--- config.mk ---
export PLATFORM = sky130hd
export DESIGN_NAME = seq_alu_flat
export DESIGN_NICKNAME = d
export VERILOG_FILES = /design/src/rtl/seq_alu_pkg.sv /design/src/rtl/seq_alu_if.sv /design/src/rtl/seq_alu_div_iter.sv /design/src/rtl/seq_alu.sv /design/src/flat_wrapper.sv
export SDC_FILE = /design/constraint.sdc
export NUM_CORES = 1
export LEC_CHECK = 0
export CORE_MARGIN = 5
export CORE_UTILIZATION = 55
export CTS_CLUSTER_DIAMETER = 40
export DETAILED_ROUTE_END_ITERATION = 8
export DONT_BUFFER_PORTS = 1
export PLACE_DENSITY = 0.77
export SYNTH_ARGS = -nofsm -noshare
export SYNTH_HDL_FRONTEND = slang
export SYNTH_SLANG_ARGS = --single-unit
export TNS_END_PERCENT = 50
--- constraint.sdc ---
create_clock -name clk -period 5.7 [get_ports clk]
set_clock_uncertainty 0.05 [all_clocks]
set_input_delay 1.71 -clock clk [delete_from_list [all_inputs] [get_ports clk]]
set_output_delay 1.71 -clock clk [all_outputs]
set_load 0.02 [all_outputs]
--- src/rtl/seq_alu_pkg.sv ---
`timescale 1ns/1ps
`default_nettype none
// ============================================================================
//  Module      : seq_alu_pkg
//  Description : Opcodes, error codes and FSM states shared by seq_alu.
//  Revision    : 1.0 - initial release
// ============================================================================
package seq_alu_pkg;

    localparam int OPW = 3;

    localparam logic [OPW-1:0] OP_ADD = 3'b000;
    localparam logic [OPW-1:0] OP_SUB = 3'b001;
    localparam logic [OPW-1:0] OP_MUL = 3'b010;
    localparam logic [OPW-1:0] OP_DIV = 3'b011;
    localparam logic [OPW-1:0] OP_MOD = 3'b100;

    localparam logic [1:0] ERR_NONE    = 2'b00;
    localparam logic [1:0] ERR_DIV0    = 2'b01;
    localparam logic [1:0] ERR_ILLEGAL = 2'b10;

    typedef enum logic [1:0] {
        IDLE = 2'd0,
        DIV  = 2'd1,
        DONE = 2'd2
    } state_t;

endpackage
`default_nettype wire

--- src/rtl/seq_alu_if.sv ---
`timescale 1ns/1ps
`default_nettype none
// ============================================================================
//  Module      : seq_alu_if
//  Description : Command/response handshake bundle between parser and ALU.
//  Revision    : 1.0 - initial release
// ============================================================================
interface seq_alu_if #(
    parameter int WIDTH = 8
);
    logic                          in_valid;
    logic                          in_ready;
    logic [seq_alu_pkg::OPW-1:0]   opcode;
    logic [WIDTH-1:0]              op1;
    logic [WIDTH-1:0]              op2;
    logic                          out_valid;
    logic                          out_ready;
    logic [WIDTH-1:0]              result;
    logic                          ovf;
    logic [1:0]                    err;

    modport master (
        output in_valid, opcode, op1, op2, out_ready,
        input  in_ready, out_valid, result, ovf, err
    );

    modport slave (
        input  in_valid, opcode, op1, op2, out_ready,
        output in_ready, out_valid, result, ovf, err
    );
endinterface
`default_nettype wire

--- src/rtl/seq_alu_div_iter.sv ---
`timescale 1ns/1ps
`default_nettype none
// ============================================================================
//  Module      : div_iter
//  Description : Unsigned restoring divider, one quotient bit per cycle, MSB
//                first, fixed WIDTH-cycle latency.
//  Revision    : 1.0 - initial release
// ============================================================================
module div_iter #(
    parameter int WIDTH = 8
) (
    input  logic             clk,
    input  logic             rst,
    input  logic             start,
    input  logic [WIDTH-1:0] dividend,
    input  logic [WIDTH-1:0] divisor,
    output logic             busy,
    output logic             done,
    output logic [WIDTH-1:0] quotient,
    output logic [WIDTH-1:0] remainder
);
    localparam int c_cnt_w = $clog2(WIDTH + 1);

    logic [WIDTH:0]       r_rem;
    logic [WIDTH-1:0]     r_quo;
    logic [WIDTH-1:0]     r_dvsr;
    logic [c_cnt_w-1:0]   r_cnt;
    logic                 r_busy;

    logic [WIDTH+1:0]     w_shift;
    logic [WIDTH+1:0]     w_trial;
    logic                 w_fits;
    logic [WIDTH:0]       w_rem_next;
    logic [WIDTH-1:0]     w_quo_next;

    assign w_shift    = {r_rem, r_quo[WIDTH-1]};
    assign w_trial    = w_shift - {2'b00, r_dvsr};
    assign w_fits     = ~w_trial[WIDTH+1];
    assign w_rem_next = w_fits ? w_trial[WIDTH:0] : w_shift[WIDTH:0];
    assign w_quo_next = {r_quo[WIDTH-2:0], w_fits};

    // The last step is presented combinationally so the caller can register
    // the final answer on the same edge that ends the WIDTH-th iteration.
    assign busy      = r_busy;
    assign done      = r_busy && (r_cnt == c_cnt_w'(1));
    assign quotient  = w_quo_next;
    assign remainder = w_rem_next[WIDTH-1:0];

    always_ff @(posedge clk or posedge rst) begin
        if (rst) begin
            r_rem  <= '0;
            r_quo  <= '0;
            r_dvsr <= '0;
            r_cnt  <= '0;
            r_busy <= 1'b0;
        end else if (start) begin
            r_rem  <= '0;
            r_quo  <= dividend;
            r_dvsr <= divisor;
            r_cnt  <= c_cnt_w'(WIDTH);
            r_busy <= 1'b1;
        end else if (r_busy) begin
            r_rem <= w_rem_next;
            r_quo <= w_quo_next;
            r_cnt <= r_cnt - c_cnt_w'(1);
            if (r_cnt == c_cnt_w'(1)) begin
                r_busy <= 1'b0;
            end
        end
    end

endmodule
`default_nettype wire

--- src/rtl/seq_alu.sv ---
`timescale 1ns/1ps
`default_nettype none
// ============================================================================
//  Module      : seq_alu
//  Description : Multi-cycle signed ALU with valid/ready handshakes; single-
//                cycle add/sub/mul, iterative div/mod.
//  Revision    : 1.0 - initial release
// ============================================================================
module seq_alu
    import seq_alu_pkg::*;
#(
    parameter int WIDTH = 8
) (
    input  logic      clk,
    input  logic      rst,
    seq_alu_if.slave  bus
);
    state_t               r_state;
    state_t               w_state_next;

    logic [WIDTH-1:0]     r_result;
    logic                 r_ovf;
    logic [1:0]           r_err;
    logic                 r_is_mod;
    logic                 r_qneg;
    logic                 r_rneg;

    logic                 w_accept;
    logic                 w_start;
    logic                 w_is_divmod;
    logic                 w_div0;
    logic                 w_load_fast;
    logic                 w_load_div;

    logic [WIDTH-1:0]     w_sum;
    logic [WIDTH-1:0]     w_diff;
    logic [2*WIDTH-1:0]   w_prod;
    logic [WIDTH-1:0]     w_fast_result;
    logic                 w_fast_ovf;
    logic [1:0]           w_fast_err;

    logic [WIDTH-1:0]     w_a_mag;
    logic [WIDTH-1:0]     w_b_mag;
    logic                 w_div_busy;
    logic                 w_div_done;
    logic [WIDTH-1:0]     w_q_mag;
    logic [WIDTH-1:0]     w_r_mag;
    logic [WIDTH-1:0]     w_q_signed;
    logic [WIDTH-1:0]     w_r_signed;
    logic                 w_div_ovf;

    assign bus.in_ready  = (r_state == IDLE) && !rst;
    assign bus.out_valid = (r_state == DONE);
    assign bus.result    = r_result;
    assign bus.ovf       = r_ovf;
    assign bus.err       = r_err;

    assign w_accept    = bus.in_valid && bus.in_ready;
    assign w_is_divmod = (bus.opcode == OP_DIV) || (bus.opcode == OP_MOD);
    assign w_div0      = (bus.op2 == '0);
    assign w_start     = w_accept && w_is_divmod && !w_div0;

    assign w_sum  = bus.op1 + bus.op2;
    assign w_diff = bus.op1 - bus.op2;
    assign w_prod = {{WIDTH{bus.op1[WIDTH-1]}}, bus.op1} *
                    {{WIDTH{bus.op2[WIDTH-1]}}, bus.op2};

    always_comb begin
        w_fast_result = '0;
        w_fast_ovf    = 1'b0;
        w_fast_err    = ERR_NONE;
        case (bus.opcode)
            OP_ADD: begin
                w_fast_result = w_sum;
                w_fast_ovf    = (bus.op1[WIDTH-1] == bus.op2[WIDTH-1]) &&
                                (w_sum[WIDTH-1] != bus.op1[WIDTH-1]);
            end
            OP_SUB: begin
                w_fast_result = w_diff;
                w_fast_ovf    = (bus.op1[WIDTH-1] != bus.op2[WIDTH-1]) &&
                                (w_diff[WIDTH-1] != bus.op1[WIDTH-1]);
            end
            OP_MUL: begin
                w_fast_result = w_prod[WIDTH-1:0];
                // Product fits only if the upper half plus the result sign bit agree.
                w_fast_ovf    = !((&w_prod[2*WIDTH-1:WIDTH-1]) ||
                                  !(|w_prod[2*WIDTH-1:WIDTH-1]));
            end
            OP_DIV, OP_MOD: w_fast_err = ERR_DIV0;
            default:        w_fast_err = ERR_ILLEGAL;
        endcase
    end

    assign w_a_mag = bus.op1[WIDTH-1] ? -bus.op1 : bus.op1;
    assign w_b_mag = bus.op2[WIDTH-1] ? -bus.op2 : bus.op2;

    div_iter #(
        .WIDTH (WIDTH)
    ) u_div_iter (
        .clk       (clk),
        .rst       (rst),
        .start     (w_start),
        .dividend  (w_a_mag),
        .divisor   (w_b_mag),
        .busy      (w_div_busy),
        .done      (w_div_done),
        .quotient  (w_q_mag),
        .remainder (w_r_mag)
    );

    assign w_q_signed = r_qneg ? -w_q_mag : w_q_mag;
    assign w_r_signed = r_rneg ? -w_r_mag : w_r_mag;
    // A non-negative quotient of magnitude 2^(WIDTH-1) only arises from MIN / -1.
    assign w_div_ovf  = !r_is_mod && !r_qneg && w_q_mag[WIDTH-1];

    always_ff @(posedge clk or posedge rst) begin
        if (rst) begin
            r_state <= IDLE;
        end else begin
            r_state <= w_state_next;
        end
    end

    always_comb begin
        w_state_next = r_state;
        w_load_fast  = 1'b0;
        w_load_div   = 1'b0;
        case (r_state)
            IDLE: begin
                if (w_accept) begin
                    w_state_next = w_start ? DIV : DONE;
                    w_load_fast  = !w_start;
                end
            end
            DIV: begin
                if (w_div_busy && w_div_done) begin
                    w_state_next = DONE;
                    w_load_div   = 1'b1;
                end
            end
            DONE: begin
                if (bus.out_ready) begin
                    w_state_next = IDLE;
                end
            end
            default: w_state_next = IDLE;
        endcase
    end

    always_ff @(posedge clk or posedge rst) begin
        if (rst) begin
            r_result <= '0;
            r_ovf    <= 1'b0;
            r_err    <= ERR_NONE;
            r_is_mod <= 1'b0;
            r_qneg   <= 1'b0;
            r_rneg   <= 1'b0;
        end else begin
            if (w_start) begin
                r_is_mod <= (bus.opcode == OP_MOD);
                r_qneg   <= bus.op1[WIDTH-1] ^ bus.op2[WIDTH-1];
                r_rneg   <= bus.op1[WIDTH-1];
            end
            if (w_load_fast) begin
                r_result <= w_fast_result;
                r_ovf    <= w_fast_ovf;
                r_err    <= w_fast_err;
            end else if (w_load_div) begin
                r_result <= r_is_mod ? w_r_signed : w_q_signed;
                r_ovf    <= w_div_ovf;
                r_err    <= ERR_NONE;
            end
        end
    end

endmodule
`default_nettype wire

--- src/flat_wrapper.sv ---
// flat-port wrapper written by rule: the top's interface ports become plain ports
module seq_alu_flat import seq_alu_pkg::*;
#(
    parameter int WIDTH = 8
)
  (clk, rst, bus_in_valid, bus_opcode, bus_op1, bus_op2, bus_out_ready, bus_in_ready, bus_out_valid, bus_result, bus_ovf, bus_err);
  seq_alu_if #(.WIDTH(WIDTH)) bus_i ();
  input  logic clk;
  input  logic rst;
  input wire logic [$bits(bus_i.in_valid)-1:0] bus_in_valid;
  input wire logic [$bits(bus_i.opcode)-1:0] bus_opcode;
  input wire logic [$bits(bus_i.op1)-1:0] bus_op1;
  input wire logic [$bits(bus_i.op2)-1:0] bus_op2;
  input wire logic [$bits(bus_i.out_ready)-1:0] bus_out_ready;
  output wire logic [$bits(bus_i.in_ready)-1:0] bus_in_ready;
  output wire logic [$bits(bus_i.out_valid)-1:0] bus_out_valid;
  output wire logic [$bits(bus_i.result)-1:0] bus_result;
  output wire logic [$bits(bus_i.ovf)-1:0] bus_ovf;
  output wire logic [$bits(bus_i.err)-1:0] bus_err;
  assign bus_i.in_valid = bus_in_valid;
  assign bus_i.opcode = bus_opcode;
  assign bus_i.op1 = bus_op1;
  assign bus_i.op2 = bus_op2;
  assign bus_i.out_ready = bus_out_ready;
  assign bus_in_ready = bus_i.in_ready;
  assign bus_out_valid = bus_i.out_valid;
  assign bus_result = bus_i.result;
  assign bus_ovf = bus_i.ovf;
  assign bus_err = bus_i.err;
  seq_alu #(.WIDTH(WIDTH)) u_core (.clk(clk), .rst(rst), .bus(bus_i));
endmodule
==> flow_summary.yaml, run 1 <==
detailed_routing:
  drt_iter0_drc: 549
  avgRoutedWirePerCell_um: 17.9
  drc: 0
  vias: 5477
  ant_nets: 0
  dr.pass1.iters: 5
  vias_per_cell: 5.90
  routed_wl_um: 16600
place:
  dpl_cell_area_um2: 6860
  hpwl_um: 13200
  placed_cells: 919
  gp_congestion: 0.950
  io_buffer_count: 0
floorplanning:
  dieArea_um2: 13800
  io-pin-count: 36
  rows: 39
  fp.dieH_um: 117
  die_width_um: 117
  core_region_area_um2: 11400
  start_util: 0.557
sta:
  fin_crit_ps: 5930
  slew_viol_final: 0
  setup_viol: 1
  relSlewSlack: 0.224
  hold_viol: 0
  fin_crit_sh: 1.04
  rsz0062_at_grt: "true"
  layout_setup_ws_ps: -234
  max_freq_mhz: 169
  timing_worst_slew_pin_value_ps: 1160
critical_path:
  end_kind: "register"
  arrival_ps: 6030
  crit_path_max_fanout: 17
  cp_data_required_time_ps: 5800
  reg2reg_slack_ps: 1990
  path_class: "input pin to register"
  cp-start-kind: "input pin"
synth:
  synth-edff-count: 0
  synth_cells: 756
  synth_cell_types: 64
  ys_async_sr_fraction: 1.00
  synthFlopType: "dfrtp_1"
  syn-num-nets: 895
  ys_ff_latch: 46
  syn_area_um2: 6340
  syn_avg_cell_area_um2: 8.38
  yosys.area.top_type: "fa_1"
  synth_top_cell_area_share: 0.183
  ys_top_cells_by_area: "fa_1 (18%), dfrtp_1 (18%), ha_1 (11%), inv_1 (6.8%), xnor2_1 (5.7%)"
  ys_warn_count: 0
  yosysSeqAreaShare: 0.182
grt:
  antenna_found_initial: 0
  grt_overflow_total: 0
  grt_pass1_vias: 5877
  grt_max_degree: 47
  grt_pass1_wl_um: 28600
  globalRouteTotalUtil: 0.249
clocking:
  cts_buffers: 5
  ctsHoldBuffers: 0
  path_clk_slew_ps: 70
  clock-sinks: 46
  clock_path_buffers: 2
  cts-htree-levels: 2
  root_buffer: "clkbuf_16"
  cts_tree: "built"
  insertion_delay_ps: 290
job:
  drv_cap: 0
final_layout:
  finalNonFillerCells: 928
  layout_common_cells: "inv_1 (111), nand2_1 (80), fa_1 (56)"
  mostFrequentLayoutCell: "inv_1"
  final_area_um2: 7080
  area_growth_syn_to_layout_pct: 11.6
  drive_gt1_frac: 0.120
  diodes: 0
  nNetsFinal: 923
run_status:
  violations: "negative setup slack"
  status: "complete, but fails checks"
pwr:
  max-vdd-ir-drop_v: 0.000506
  power_density_nw_per_um2: 564
  leakagePower_nw: 3.32
hold_path:
  hp-class: "register to register"
power by group:
group	internal, mW	leakage, nW	total, mW	switching [mW]
Combinational	1.39	2.68	2.90	1.51
Clock	0.208	0.0842	0.337	0.130
Sequential	0.486	0.564	0.749	0.263
path summary, 6_finish.rpt:
| path | from | endpoint | depth (start not counted) |
|---|---|---|---|
| setup / recovery | bus_op1[7] | u_core.bus.ovf$_DFFE_PP0P_ | 19 |
| hold / removal | u_core.u_div_iter.r_dvsr[2]$_DFFE_PP0P_ | u_core.u_div_iter.r_dvsr[2]$_DFFE_PP0P_ | 2 |
| setup reg to reg | u_core.u_div_iter.r_rem[0]$_DFFE_PP0P_ | u_core.bus.result[6]$_DFFE_PP0P_ | 14 |
| hold reg to reg | u_core.u_div_iter.r_dvsr[2]$_DFFE_PP0P_ | u_core.u_div_iter.r_dvsr[2]$_DFFE_PP0P_ | 2 |
| max in group asynchronous | rst | u_core.u_div_iter.r_quo[4]$_DFFE_PP0P_ | 1 |
| min in group asynchronous | rst | u_core.bus.result[2]$_DFFE_PP0P_ | 1 |
stage by stage:
step	hold WS, ps	power, mW	util	setup TNS (ps)	setup WS, ps
after floorplan	399	2.79	-	-531	-531
after CTS	442	3.97	0.622	-234	-234
after detailed placement	425	3.56	0.603	-632	-632
final	440	3.99	0.622	-234	-234
after global placement	419	3.44	0.603	-515	-515
after global routing	490	4.39	0.622	-428	-428
sequential cells by signal, indices dropped and copies added, names as in the netlist:
register / cells
u_core.u_div_iter.r_rem: 9
u_core.bus.result: 8
u_core.u_div_iter.r_dvsr: 8
u_core.u_div_iter.r_quo: 8
u_core.u_div_iter.r_cnt: 4
u_core.bus.err: 2
u_core.r_state: 2
u_core.bus.ovf: 1
u_core.r_is_mod: 1
u_core.r_qneg: 1
u_core.r_rneg: 1
u_core.u_div_iter.busy: 1
synth_stat cells, types with 4 or more instances:
cell type / count
nor3b_1: 4
or3_1: 4
mux2i_1: 22
dfrtp_1: 46
nor2b_1: 9
a211oi_1: 9
a21oi_1: 21
ha_1: 58
nand2b_1: 13
clkbuf_1: 23
a21o_1: 8
a22oi_1: 5
o21ai_0: 47
and2_1: 13
o21a_1: 6
or4_1: 4
xnor2_1: 41
xor2_1: 12
a221oi_1: 5
nand2_1: 82
nand3_1: 11
inv_1: 114
fa_1: 58
o31ai_1: 6
nor2_1: 53
o221ai_1: 4
nor3_1: 17
cell families after synthesis:
family                   count (synthesis)  share of synthesized area
flip-flops                              46                      0.182
multiplexers                            23                     0.0365
AO/OA/AOI/OAI                          144                      0.150
AND/OR/NAND/NOR                        229                      0.173
adder cells (fa/ha/maj)                116                      0.298
buffers and inverters                  145                     0.0882
XOR/XNOR                                53                     0.0732
per-layer routing:
| metal | share of wire | vias up | global-route usage |
|---|---|---|---|
| met1 | 0.40 | 2651 | 0.311 |
| met5 | 0 | - | 0 |
| met4 | 0.045 | 0 | 0.112 |
| li1 | - | 2555 | - |
| met2 | 0.49 | 212 | 0.426 |
| met3 | 0.063 | 59 | 0.0366 |
critical path: stages:
cell and delay, ps:
inv_1 80, nor2_4 150, inv_1 70, fa_2 580, inv_1 90, fa_1 530, inv_1 50, fa_1 490
fa_1 550, inv_1 70, ha_4 250, a21oi_1 120, o21ai_0 90, a21oi_1 180, o21ai_1 100, xnor2_1 150
or4_1 520, o21ai_2 140, o211ai_1 90
area by class of cell:
cell class,count,area [µm²]
multi-input combinational,565,4760
tap,143,179
inverter,115,432
timing repair buffer,51,383
clock inverter,3,43.8
fill,933,4290
clock buffer,5,125
sequential,46,1150
timing repair:
| item | in CTS | in global routing |
|---|---|---|
| endpoints found under the setup margin | 1 | 1 |
| pin swaps | 20 | 0 |
| cloned | 0 | 0 |
| resized for setup | 7 | 2 |
| setup buffers | 1 | 0 |
Power figures use the tool's default switching activity.
==> inputs of run 2 (changes only) <==
- CORE_UTILIZATION: 55 -> 30
- PLACE_DENSITY: 0.77 -> 0.51
==> run 2 against run 1 <==
The run still ends with negative setup slack left; critical path depth is 2 lower; via count is 4.4% lower; count of clock-buffer cells in the layout stayed put; utilization is 27 points lower; register-to-register slack better by 360 ps; combinational power hardly changed; clock power hardly changed; die area is 75% higher; critical endpoint unchanged; largest cell class unchanged.
==> flow_summary.yaml, run 2 (synthesis gave the netlist of run 1 again) <==
final_layout:
  mostFrequentLayoutCell: "inv_1"
  utilization: 0.349
  top_register: "u_core.u_div_iter.r_rem"
  layout_common_cells: "inv_1 (110), nand2_1 (80), buf_4 (59)"
  largest_reg_flops: 9
  drive_gt1_frac: 0.130
  area_growth_syn_to_layout_pct: 15.0
  diodes: 0
  nNetsFinal: 931
sta:
  layout_setup_ws_ps: -205
  setup_viol: 1
  fin_crit_sh: 1.04
  max_freq_mhz: 169
  timing_worst_slew_pin_value_ps: 1010
  fin_crit_ps: 5910
  relSlewSlack: 0.326
  finalSetupTns_ps: -205
  hold_viol: 0
  slew_viol_final: 0
  rsz0062_at_grt: "true"
critical_path:
  arrival_ps: 6010
  path_class: "input pin to register"
  end_kind: "register"
  cp_data_required_time_ps: 5800
  crit_path_max_fanout: 15
  cp-start-kind: "input pin"
place:
  gp_congestion: 0.815
  hpwl_um: 14100
  io_buffer_count: 0
grt:
  grt_max_degree: 47
  antenna_found_initial: 1
  grt_overflow_total: 0
  grt_pass1_vias: 5379
  grt_pass1_wl_um: 29300
  globalRouteTotalUtil: 0.150
clocking:
  clock_path_buffers: 2
  path_clk_slew_ps: 70
  cts-htree-levels: 2
  cts_buffers: 5
  cts_tree: "built"
  insertion_delay_ps: 290
  root_buffer: "clkbuf_16"
  clock-sinks: 46
hold_path:
  hp-class: "register to register"
run_status:
  status: "complete, but fails checks"
  violations: "negative setup slack"
floorplanning:
  die_width_um: 155
  fp.dieH_um: 155
  rows: 53
  core_region_area_um2: 20900
  dieArea_um2: 24100
  start_util: 0.303
  io-pin-count: 36
detailed_routing:
  drc: 0
  drt_iter0_drc: 275
  vias: 5238
  dr.pass1.iters: 5
  ant_nets: 0
  routed_wl_um: 17600
  vias_per_cell: 4.90
  avgRoutedWirePerCell_um: 16.5
pwr:
  leakagePower_nw: 3.36
  power_density_nw_per_um2: 543
  max-vdd-ir-drop_v: 0.000258
job:
  drv_cap: 0
## run 2: cell types whose count changed in the layout (fill, tap and decap cells not counted)
cell	previous run	this run
nor3_2	1	0
inv_1	111	110
nor2_1	51	52
nor3_1	16	17
buf_4	51	59
ha_1	52	50
nor2_4	1	0
ha_2	0	2
inv_2	3	4
inv_6	1	0
clkinv_2	1	2
## run 2: path summary, 6_finish.rpt
check / start / end / slack, ps / cells past startpoint
max: bus_op2[7] / u_core.bus.ovf$_DFFE_PP0P_ / -210 / 17
min: u_core.u_div_iter.r_dvsr[2]$_DFFE_PP0P_ / u_core.u_div_iter.r_dvsr[2]$_DFFE_PP0P_ / 440 / 2
max reg2reg: u_core.u_div_iter.r_rem[4]$_DFFE_PP0P_ / u_core.bus.result[6]$_DFFE_PP0P_ / 2350 / 15
min reg2reg: u_core.u_div_iter.r_dvsr[2]$_DFFE_PP0P_ / u_core.u_div_iter.r_dvsr[2]$_DFFE_PP0P_ / 440 / 2
max in group asynchronous: rst / u_core.bus.result[7]$_DFFE_PP0P_ / 3480 / 1
min in group asynchronous: rst / u_core.bus.result[1]$_DFFE_PP0P_ / 1480 / 1
## run 2: area by class of cell
class	count	area, µm²
fill	2210	13600
multi-input combinational	565	4750
sequential	46	1150
timing repair buffer	59	443
inverter	115	432
tap	275	344
clock buffer	5	125
clock inverter	3	40.0
## run 2: routing by layer
layer,vias up,part of all wire,track usage
met3,13,0.036,0.0189
met2,86,0.47,0.246
met1,2571,0.49,0.216
li1,2568,-,-
met5,-,0,0
met4,0,0.012,0.0254
## run 2: critical path: stages
cell and delay [ps]:
inv_1 130, nor2_1 100, fa_1 510, inv_1 50, fa_1 460, fa_1 520, fa_1 540, inv_1 60
ha_4 210, or2_2 280, a21o_1 190, a31o_2 250, a21oi_2 140, xor2_1 90, or4_1 520, o21ai_1 130
o211ai_1 110
## run 2: power by group
group	leakage [nW]	total (mW)	switching (mW)	internal, mW
Combinational	2.71	2.91	1.51	1.40
Clock	0.0836	0.339	0.133	0.206
Sequential	0.564	0.715	0.228	0.487
Total	3.36	3.96	1.87	2.09
## run 2: what timing repair did
item,CTS,global route
endpoints found under the setup margin,1,1
hold buffers,0,0
pin swaps,13,0
setup buffers,0,0
gates resized for setup,8,1
## run 2: metrics by stage
stage	setup slack, ps	cells	cell area (µm²)	total power [mW]	hold WS [ps]
finish	-205	1068	7290	3.96	439
global route	-481	1068	7290	4.40	466
CTS	-214	1068	7280	3.99	446
detailed placement	-654	1060	7090	3.60	430
global placement	-601	1060	7090	3.60	418
floorplan	-531	756	6490	2.79	399
